==> src/rtl/iiitb_vm_slot_arb.sv <==
// rtl/iiitb_vm_slot_arb.sv - round-robin arbiter sharing one vending core among coin-slot requesters

module iiitb_vm_slot_arb #(
  parameter int N_REQ    = 4,
  parameter int TIMEOUT  = 16,
  parameter int RESP_WIN = 4,
  parameter int RST_CYC  = 2
) (
  input  logic               i_clock,
  input  logic               i_reset,
  input  logic [N_REQ-1:0]   i_req,
  input  logic [2*N_REQ-1:0] i_coin,
  output logic [N_REQ-1:0]   o_coin_ack,
  output logic [N_REQ-1:0]   o_grant,
  output logic [N_REQ-1:0]   o_done,
  output logic [1:0]         o_done_change,
  output logic [N_REQ-1:0]   o_abort,
  output logic               o_busy,
  output logic [1:0]         o_vm_in,
  output logic               o_vm_rst,
  input  logic               i_vm_out,
  input  logic [1:0]         i_vm_change
);

  localparam int PW = (N_REQ > 1) ? $clog2(N_REQ) : 1;
  localparam int TW = $clog2(TIMEOUT + 1);
  localparam int WW = $clog2(RESP_WIN + 1);
  localparam int CW = $clog2(RST_CYC + 1);

  localparam logic [1:0] COIN_NONE    = 2'b00;
  localparam logic [1:0] COIN_LOW     = 2'b01;
  localparam logic [1:0] COIN_HIGH    = 2'b10;
  localparam logic [1:0] COIN_INVALID = 2'b11;

  typedef enum logic [2:0] {
    S_IDLE  = 3'd0,
    S_FEED  = 3'd1,
    S_RESP  = 3'd2,
    S_DONE  = 3'd3,
    S_ABORT = 3'd4
  } state_t;

  // Registered state and outputs
  state_t           r_state;
  logic [PW-1:0]    r_ptr;
  logic [PW-1:0]    r_gidx;
  logic [N_REQ-1:0] r_grant;
  logic [TW-1:0]    r_timer;
  logic [WW-1:0]    r_win;
  logic [CW-1:0]    r_rcnt;
  logic [N_REQ-1:0] r_coin_ack;
  logic [N_REQ-1:0] r_done;
  logic [1:0]       r_done_change;
  logic [N_REQ-1:0] r_abort;
  logic             r_busy;
  logic [1:0]       r_vm_in;
  logic             r_vm_rst;

  // Next-state values
  state_t           w_state_n;
  logic [PW-1:0]    w_ptr_n;
  logic [PW-1:0]    w_gidx_n;
  logic [N_REQ-1:0] w_grant_n;
  logic [TW-1:0]    w_timer_n;
  logic [WW-1:0]    w_win_n;
  logic [CW-1:0]    w_rcnt_n;
  logic [N_REQ-1:0] w_coin_ack_n;
  logic [N_REQ-1:0] w_done_n;
  logic [1:0]       w_done_change_n;
  logic [N_REQ-1:0] w_abort_n;
  logic             w_busy_n;
  logic [1:0]       w_vm_in_n;
  logic             w_vm_rst_n;

  // Helpers
  logic [PW:0]      w_rr_sum;
  logic [PW-1:0]    w_rr_idx;
  logic [PW-1:0]    w_pick;
  logic             w_pick_found;
  logic [N_REQ-1:0] w_pick_onehot;
  logic [PW-1:0]    w_ptr_after;
  logic [1:0]       w_coin_g;
  logic             w_req_g;
  logic             w_ack_pending;
  logic             w_coin_valid;
  logic             w_coin_bad;
  logic [TW-1:0]    w_timer_inc;

  // Owner's coin and request; a coin still under acknowledge is stale for one cycle
  assign w_coin_g      = i_coin[{r_gidx, 1'b0} +: 2];
  assign w_req_g       = i_req[r_gidx];
  assign w_ack_pending = |r_coin_ack;
  assign w_coin_valid  = !w_ack_pending && ((w_coin_g == COIN_LOW) || (w_coin_g == COIN_HIGH));
  assign w_coin_bad    = !w_ack_pending && (w_coin_g == COIN_INVALID);
  assign w_timer_inc   = r_timer + 1'b1;
  assign w_ptr_after   = (r_gidx == PW'(N_REQ - 1)) ? '0 : r_gidx + 1'b1;
  assign w_pick_onehot = {{(N_REQ-1){1'b0}}, 1'b1} << w_pick;

  // Round-robin search: first requester at or after the pointer, wrapping around
  always_comb begin
    w_pick       = '0;
    w_pick_found = 1'b0;
    w_rr_sum     = '0;
    w_rr_idx     = '0;
    for (int k = 0; k < N_REQ; k++) begin
      w_rr_sum = {1'b0, r_ptr} + (PW+1)'(k);
      if (w_rr_sum >= (PW+1)'(N_REQ)) begin
        w_rr_sum = w_rr_sum - (PW+1)'(N_REQ);
      end
      w_rr_idx = w_rr_sum[PW-1:0];
      if (!w_pick_found && i_req[w_rr_idx]) begin
        w_pick       = w_rr_idx;
        w_pick_found = 1'b1;
      end
    end
  end

  // Transaction FSM: next state and next registered outputs
  always_comb begin
    w_state_n       = r_state;
    w_ptr_n         = r_ptr;
    w_gidx_n        = r_gidx;
    w_grant_n       = r_grant;
    w_timer_n       = r_timer;
    w_win_n         = r_win;
    w_rcnt_n        = r_rcnt;
    w_coin_ack_n    = '0;
    w_done_n        = '0;
    w_done_change_n = COIN_NONE;
    w_abort_n       = '0;
    w_vm_in_n       = COIN_NONE;
    w_vm_rst_n      = 1'b0;

    case (r_state)
      S_IDLE: begin
        if (w_pick_found) begin
          w_gidx_n  = w_pick;
          w_grant_n = w_pick_onehot;
          w_timer_n = '0;
          w_state_n = S_FEED;
        end
      end

      S_FEED: begin
        if (w_coin_valid) begin
          // A valid coin beats both a dropped request and the timeout
          w_vm_in_n    = w_coin_g;
          w_coin_ack_n = r_grant;
          w_timer_n    = '0;
          w_win_n      = '0;
          w_state_n    = S_RESP;
        end else if (!w_req_g) begin
          w_abort_n  = r_grant;
          w_vm_rst_n = 1'b1;
          w_rcnt_n   = '0;
          w_state_n  = S_ABORT;
        end else if (w_coin_bad) begin
          // Rejected coin: swallow it without touching the core
          w_coin_ack_n = r_grant;
          w_timer_n    = '0;
        end else if (w_timer_inc == TW'(TIMEOUT)) begin
          w_abort_n  = r_grant;
          w_vm_rst_n = 1'b1;
          w_rcnt_n   = '0;
          w_state_n  = S_ABORT;
        end else begin
          w_timer_n = w_timer_inc;
        end
      end

      S_RESP: begin
        if (i_vm_out) begin
          w_done_n        = r_grant;
          w_done_change_n = i_vm_change;
          w_grant_n       = '0;
          w_ptr_n         = w_ptr_after;
          w_state_n       = S_DONE;
        end else if (r_win == WW'(RESP_WIN - 1)) begin
          w_timer_n = '0;
          w_state_n = S_FEED;
        end else begin
          w_win_n = r_win + 1'b1;
        end
      end

      S_DONE: begin
        // One quiet cycle before the next grant can be issued
        w_state_n = S_IDLE;
      end

      S_ABORT: begin
        if (r_rcnt == CW'(RST_CYC - 1)) begin
          w_grant_n = '0;
          w_ptr_n   = w_ptr_after;
          w_state_n = S_IDLE;
        end else begin
          w_rcnt_n   = r_rcnt + 1'b1;
          w_vm_rst_n = 1'b1;
        end
      end

      default: begin
        w_grant_n = '0;
        w_state_n = S_IDLE;
      end
    endcase

    w_busy_n = |w_grant_n;
  end

  // State and output registers; reset holds the core in reset
  always_ff @(posedge i_clock or posedge i_reset) begin
    if (i_reset) begin
      r_state       <= S_IDLE;
      r_ptr         <= '0;
      r_gidx        <= '0;
      r_grant       <= '0;
      r_timer       <= '0;
      r_win         <= '0;
      r_rcnt        <= '0;
      r_coin_ack    <= '0;
      r_done        <= '0;
      r_done_change <= COIN_NONE;
      r_abort       <= '0;
      r_busy        <= 1'b0;
      r_vm_in       <= COIN_NONE;
      r_vm_rst      <= 1'b1;
    end else begin
      r_state       <= w_state_n;
      r_ptr         <= w_ptr_n;
      r_gidx        <= w_gidx_n;
      r_grant       <= w_grant_n;
      r_timer       <= w_timer_n;
      r_win         <= w_win_n;
      r_rcnt        <= w_rcnt_n;
      r_coin_ack    <= w_coin_ack_n;
      r_done        <= w_done_n;
      r_done_change <= w_done_change_n;
      r_abort       <= w_abort_n;
      r_busy        <= w_busy_n;
      r_vm_in       <= w_vm_in_n;
      r_vm_rst      <= w_vm_rst_n;
    end
  end

  assign o_coin_ack    = r_coin_ack;
  assign o_grant       = r_grant;
  assign o_done        = r_done;
  assign o_done_change = r_done_change;
  assign o_abort       = r_abort;
  assign o_busy        = r_busy;
  assign o_vm_in       = r_vm_in;
  assign o_vm_rst      = r_vm_rst;

endmodule
==> config.mk <==
export PLATFORM = sky130hd
export DESIGN_NAME = iiitb_vm_slot_arb
export DESIGN_NICKNAME = d
export VERILOG_FILES = /design/src/rtl/iiitb_vm_slot_arb.sv
export SDC_FILE = /design/constraint.sdc
export NUM_CORES = 1
export LEC_CHECK = 0
export ABC_AREA = 1
export BUFFER_PORTS_ARGS = -buffer_cell sky130_fd_sc_hd__buf_4
export CAP_MARGIN = 0
export CORE_MARGIN = 2
export CORE_UTILIZATION = 55
export DETAILED_ROUTE_END_ITERATION = 16
export GPL_ROUTABILITY_DRIVEN = 1
export HOLD_SLACK_MARGIN = 0.02
export PLACE_DENSITY = 0.89
export SKIP_CTS_REPAIR_TIMING = 1
export SLEW_MARGIN = 20
export SYNTH_ARGS = -nofsm -noshare
export SYNTH_HDL_FRONTEND = slang
export SYNTH_SLANG_ARGS = --single-unit
==> constraint.sdc <==
create_clock -name i_clock -period 2.9 [get_ports i_clock]
set_clock_uncertainty 0.1 [all_clocks]
set_input_delay 0 -clock i_clock [delete_from_list [all_inputs] [get_ports i_clock]]
set_output_delay 0 -clock i_clock [all_outputs]
set_load 0.05 [all_outputs]
==> results of run 1 <==
-- power by group --
group | total [mW] | leakage [nW] | internal [mW] | switching, mW
Clock | 0.350 | 0.0412 | 0.168 | 0.182
Sequential | 0.794 | 0.519 | 0.676 | 0.117
Combinational | 1.59 | 0.850 | 0.494 | 1.10
-- logic make-up after synthesis --
kind of cell | synth area share, %
flops | 46.08
fa+ha+maj | 3.540
xor+xnor | 0.8261
compound gates | 8.792
simple gates | 33.04
buf+inv | 7.257
mux | 0.4720
-- cells in the mapped netlist, types with 3 or more instances --
cell type   n  area share [%]
nand2_1    67              12
dfrtp_1    38              45
nor2_1     33             5.8
inv_1      29             5.1
nand3_1    17             4.0
o21ai_0    16             3.8
nand2_2    13             3.8
a21oi_1     8             1.9
inv_2       7             1.2
ha_1        6             3.5
nand3_2     5             2.4
nor3_1      5             1.2
nand4_1     3            0.89
-- cell type report --
class                      instances  area [µm²]
clock buffer                       6       72.57
clock inverter                     2       12.51
fill                             317        1079
inverter                          36       135.1
multi-input combinational        192       989.7
sequential                        39       977.2
tap                               48       60.06
timing repair buffer              46       362.8
-- stage by stage --
step	worst slack [ps]	hold WS, ps	instance area (µm²)	utilization [%]	power [mW]
2_1_floorplan	841.6	13.17	2121	-	2.041
3_3_place_gp	719.5	38.22	2455	66.55	2.321
3_5_place_dp	585.9	44.49	2455	66.55	2.373
4_1_cts	562.9	-270.7	2540	68.86	2.732
5_1_grt	252.4	35.16	2610	70.76	2.994
6_report	550.7	4.427	2610	70.76	2.738
-- critical path, delay by kind of cell (launching register included) --
kind                     cells  cell delay, ps
AO/OA/AOI/OAI                3             440
adder cells (fa/ha/maj)      1             270
buffers and inverters        2             250
flip-flops                   1             490
AND/OR/NAND/NOR              5             700
-- layer usage --
metal	GRT usage (%)	up-vias	share of wire, %
met3	5.451	10	6.2
met4	9.439	0	2.0
met5	0	-	0
li1	-	962	-
met1	27.61	870	43
met2	38.75	62	49
-- state kept, by name, indices dropped and copies added (netlist names) --
name,flops
o_abort,4
o_busy,1
o_coin_ack,4
o_done,4
o_done_change,2
o_grant,4
o_vm_in,2
o_vm_rst,1
r_gidx,2
r_ptr,2
r_rcnt,2
r_state,3
r_timer,5
r_win,3
-- final timing paths --
path                       startpoint         end  slack (ps)  cells past startpoint
min in group asynchronous     i_reset      o_busy         300                      4
setup reg to reg            r_gidx[0]   r_rcnt[0]         550                     11
setup / recovery            r_gidx[0]   r_rcnt[0]         550                     11
hold reg to reg              r_win[0]    r_win[0]         390                      1
hold / removal              i_coin[1]  o_vm_in[1]           4                      5
max in group asynchronous     i_reset    o_vm_rst        2050                      4
-- placed cells by master (no fill, tap or decap), types with 2 or more instances in the layout --
cell type and n:
nand3_2 5, buf_4 39, a21oi_1 8, nand2_1 67, nor2_2 2, ha_1 6
nor3_1 5, dlygate4sd3_1 7, nand2_2 13, nor2_1 33, o21ai_0 16, clkbuf_8 5
a32oi_1 2, inv_1 29, nand2_4 2, dfrtp_1 38, inv_2 7, nand3_1 17
nand4_1 3
==> flow_metrics.tcl, run 1 <==
set metrics [dict create \
    clock-sinks 39 \
    peakVddDrop_v 0.0005881 \
    die_h_um 66.10 \
    cp-start-kind "register" \
    synth_edf_count 0 \
    cts-root-buf "clkbuf_8" \
    totalWireLength_um 4421 \
    syn_area_mm2 0.002121 \
    clk_pin_slew_worst_paths_ps 70 \
    tightest_slew_ps 566.8 \
    grt_pass1_vias 1784 \
    vias 1904 \
    yosysWarnings 0 \
    synth_cells 269 \
    synth-main-ff-cell "dfrtp_1" \
    clockBufferDepth 2 \
    worstSetupPathType "reg2reg" \
    num_rows 22 \
    place_inst 354 \
    h-tree-depth 2 \
    grt-ovfl-total 0 \
    dp_hpwl_um 3347 \
    diodes 0 \
    grt_pass1_wl_um 7548 \
    fin_crit_ps 2349 \
    start_util_pct 57.50 \
    drtPass1Iterations 4 \
    crit_top_cell "nand2_1" \
    p_leak_nw 1.410 \
    rsz0062_at_grt "no" \
    crit_chain "inv_2 -> nand2_1 -> a32oi_1 -> ha_1 -> nand2_1 -> nand2_1 -> inv_1 -> nand3_2 -> nand2_1 -> o21ai_1 -> o21a_1" \
    drt_iter0_drc 138 \
    async_reset_ff_share_pct 100.0 \
    coreArea_mm2 0.003689 \
    die_w_um 66.10 \
    fin_crit_sh_pct 81.01 \
    drive_above_1_share_pct 24.30 \
    hp-class "in2reg" \
    grt_max_degree 40 \
    drtAntennaViolNets 0 \
    drv_cap 0 \
    antenna_found_initial 0 \
    gp_congestion 0.8549 \
    arrival_ps 2430 \
    yosysSeqAreaShare_pct 46.08 \
    clock_latency_ps 290 \
    hold_viol_final 0 \
    crit_fanout 10 \
    drc 0 \
    ys_seq_elements 39 \
    slew-limit-headroom_pct 61.81 \
    fmax_ghz 0.4257 \
    setup_violations 0 \
    wl_per_cell_um 11.98 \
    gr-usage-all-layers_pct 22.81 \
    cp_slowest_cell "dfrtp_1" \
    power.density_mw_per_mm2 1049 \
    syn_avg_cell_area_um2 7.884 \
    layoutNonFillerInstCount 369 \
    required_ps 2990 \
    syn_to_final_growth_pct 23.07 \
    ios 39 \
    finalSetupTns_ps 0 \
    die_area_mm2 0.004369 \
    synth_cell_types 32 \
    worstSetupEndpointType "register" \
    syn_nets 292 \
    post_drt_via_cell_ratio 5.160 \
    cts_tree "done" \
    cts_buffers 5 \
    port-buffer-count 38 \
    outcome "finished clean" \
    drv_slew 0 \
    critPathMaxStageDelay_ps 490 \
    fin_nets 343 \
]
Power figures use the tool's default switching activity.
==> inputs of run 2 (changes only) <==
Clock period 2.9 ns to 2.3 ns, I/O delays scaled along.
==> run 2 against run 1 <==
  * Worst hold slack improved by 9.4 ps
  * Register-to-register slack got worse by 350 ps
  * First-iteration DRC count increased by 10%
  * Sequential share of layout area decreased by 0.71 points
  * Flip-flop and latch count unchanged
  * Critical path depth unchanged
  * Combinational power increased by 30%
  * Global-route usage decreased by 0.39 points
  * Sequential power increased by 26%
  * Total power increased by 32%
  * Via count increased by 0.63%
==> flow_metrics.tcl, run 2 (synthesis gave the netlist of run 1 again) <==
set metrics [dict create \
    coreArea_mm2 0.003689 \
    worstSetupEndpointType "register" \
    crit_fanout 10 \
    num_rows 22 \
    grt_pass1_vias 1707 \
    p_leak_nw 1.435 \
    worstSetupPathType "reg2reg" \
    die_area_mm2 0.004369 \
    antenna_found_initial 0 \
    totalWireLength_um 4460 \
    fin_crit_ps 2095 \
    cp_slowest_cell "dfrtp_2" \
    fin_crit_sh_pct 91.11 \
    fmax_ghz 0.4772 \
    syn_to_final_growth_pct 25.60 \
    finalSetupTns_ps 0 \
    drt_iter0_drc 152 \
    regMostFlops "r_timer" \
    met1_length_um 1985 \
    largest_reg_flops 5 \
    nFillCells 297 \
    required_ps 2390 \
    power.density_mw_per_mm2 1362 \
    cts_tree "done" \
    top_layer "met4" \
    grt-ovfl-total 0 \
    start_util_pct 57.50 \
    die_h_um 66.10 \
    die_w_um 66.10 \
    critPathMaxStageDelay_ps 470 \
    drc 0 \
    gp_congestion 0.8413 \
    crit_top_cell "nand2_1" \
    seq_area_um2 978.4 \
    drive_above_1_share_pct 26.01 \
    placed_cell_area_mm2 0.002470 \
    cp-start-kind "register" \
    tightest_slew_ps 490.9 \
    clockBufferDepth 2 \
    drtAntennaViolNets 0 \
    grt_max_degree 40 \
    port-buffer-count 38 \
    drv_slew 0 \
    rsz0062_at_grt "no" \
    layout_common_cells "66 x nand2_1, 41 x buf_4, 37 x dfrtp_1, 33 x nor2_1, 29 x inv_1" \
    met2_length_um 2095 \
    fin_nets 345 \
    dr_wl_met3_um 292 \
    hp-class "in2reg" \
    crit_family "simple AND/OR/NAND/NOR gates" \
    clock-sinks 39 \
    dp_hpwl_um 3318 \
    arrival_ps 2180 \
    ios 39 \
    gr-usage-all-layers_pct 22.42 \
    multi_input_area_um2 999.7 \
    cts_buffers 5 \
    clk_pin_slew_worst_paths_ps 80 \
    final_common_cell "nand2_1" \
    setup_violations 0 \
    clock_latency_ps 290 \
    diodes 0 \
    outcome "finished clean" \
    post_drt_via_cell_ratio 5.164 \
    vias 1916 \
    grt_pass1_wl_um 7396 \
    drv_cap 0 \
    peakVddDrop_v 0.0007350 \
    cts-root-buf "clkbuf_8" \
    hold_viol_final 0 \
    path_buf_inv 2 \
    crit_chain "inv_2 -> nand2_1 -> a32oi_1 -> ha_1 -> nand2_2 -> nand2_1 -> inv_1 -> nand3_2 -> nand2_1 -> o21ai_1 -> o21a_1" \
    finalInstanceArea_mm2 0.002664 \
    wl_per_cell_um 12.02 \
    h-tree-depth 2 \
    slew-limit-headroom_pct 66.93 \
    drtPass1Iterations 4 \
]
## run 2: worst paths after layout
| path | startpoint | endpoint | slack (ps) | cells past startpoint |
|---|---|---|---|---|
| max | r_gidx[0] | r_rcnt[0] | 200 | 11 |
| min | i_coin[1] | o_vm_in[1] | 10 | 5 |
| max reg2reg | r_gidx[0] | r_rcnt[0] | 200 | 11 |
| min reg2reg | r_win[0] | r_win[0] | 400 | 1 |
| max in group asynchronous | i_reset | r_gidx[0] | 1460 | 4 |
| min in group asynchronous | i_reset | o_coin_ack[0] | 280 | 4 |
## run 2: per-layer routing
metal	vias up	GRT usage (%)
met4	0	7.653
met1	882	30.38
met2	60	34.88
met5	-	0
li1	961	-
met3	13	5.963
## run 2: cell type report
cell class              count  share of cell area [%]
inverters                  36                   5.073
multi-input cells         192                   37.53
clock inverters             3                   1.644
well taps                  48                   2.255
repair buffers             48                   14.19
clock buffers               5                   2.583
flip-flops and latches     39                   36.73
## run 2: tightest hold or removal path, cell delays in order
cell and delay [ps]:
buf_4 110, nand2_1 80, a32oi_2 100, inv_1 50, nor2_1 40
## run 2: per-stage QoR
step           total power [mW]  cells  hold slack, ps  util [%]  setup slack, ps
4_1_cts                   3.587    364          -273.7     70.01            111.7
3_3_place_gp              2.945    356           38.68     66.96            231.1
2_1_floorplan             2.573    269           13.17         -            241.6
6_report                  3.627    371           13.87     72.22            204.5
3_5_place_dp              3.015    356           46.85     66.96            115.0
5_1_grt                   3.953    371           20.11     72.22            25.37
## run 2: power by group
part | internal (mW) | total, mW | switching (mW)
Combinational | 0.655 | 2.06 | 1.40
Clock | 0.323 | 0.567 | 0.244
Sequential | 0.855 | 1.00 | 0.150
Total | 1.83 | 3.63 | 1.80
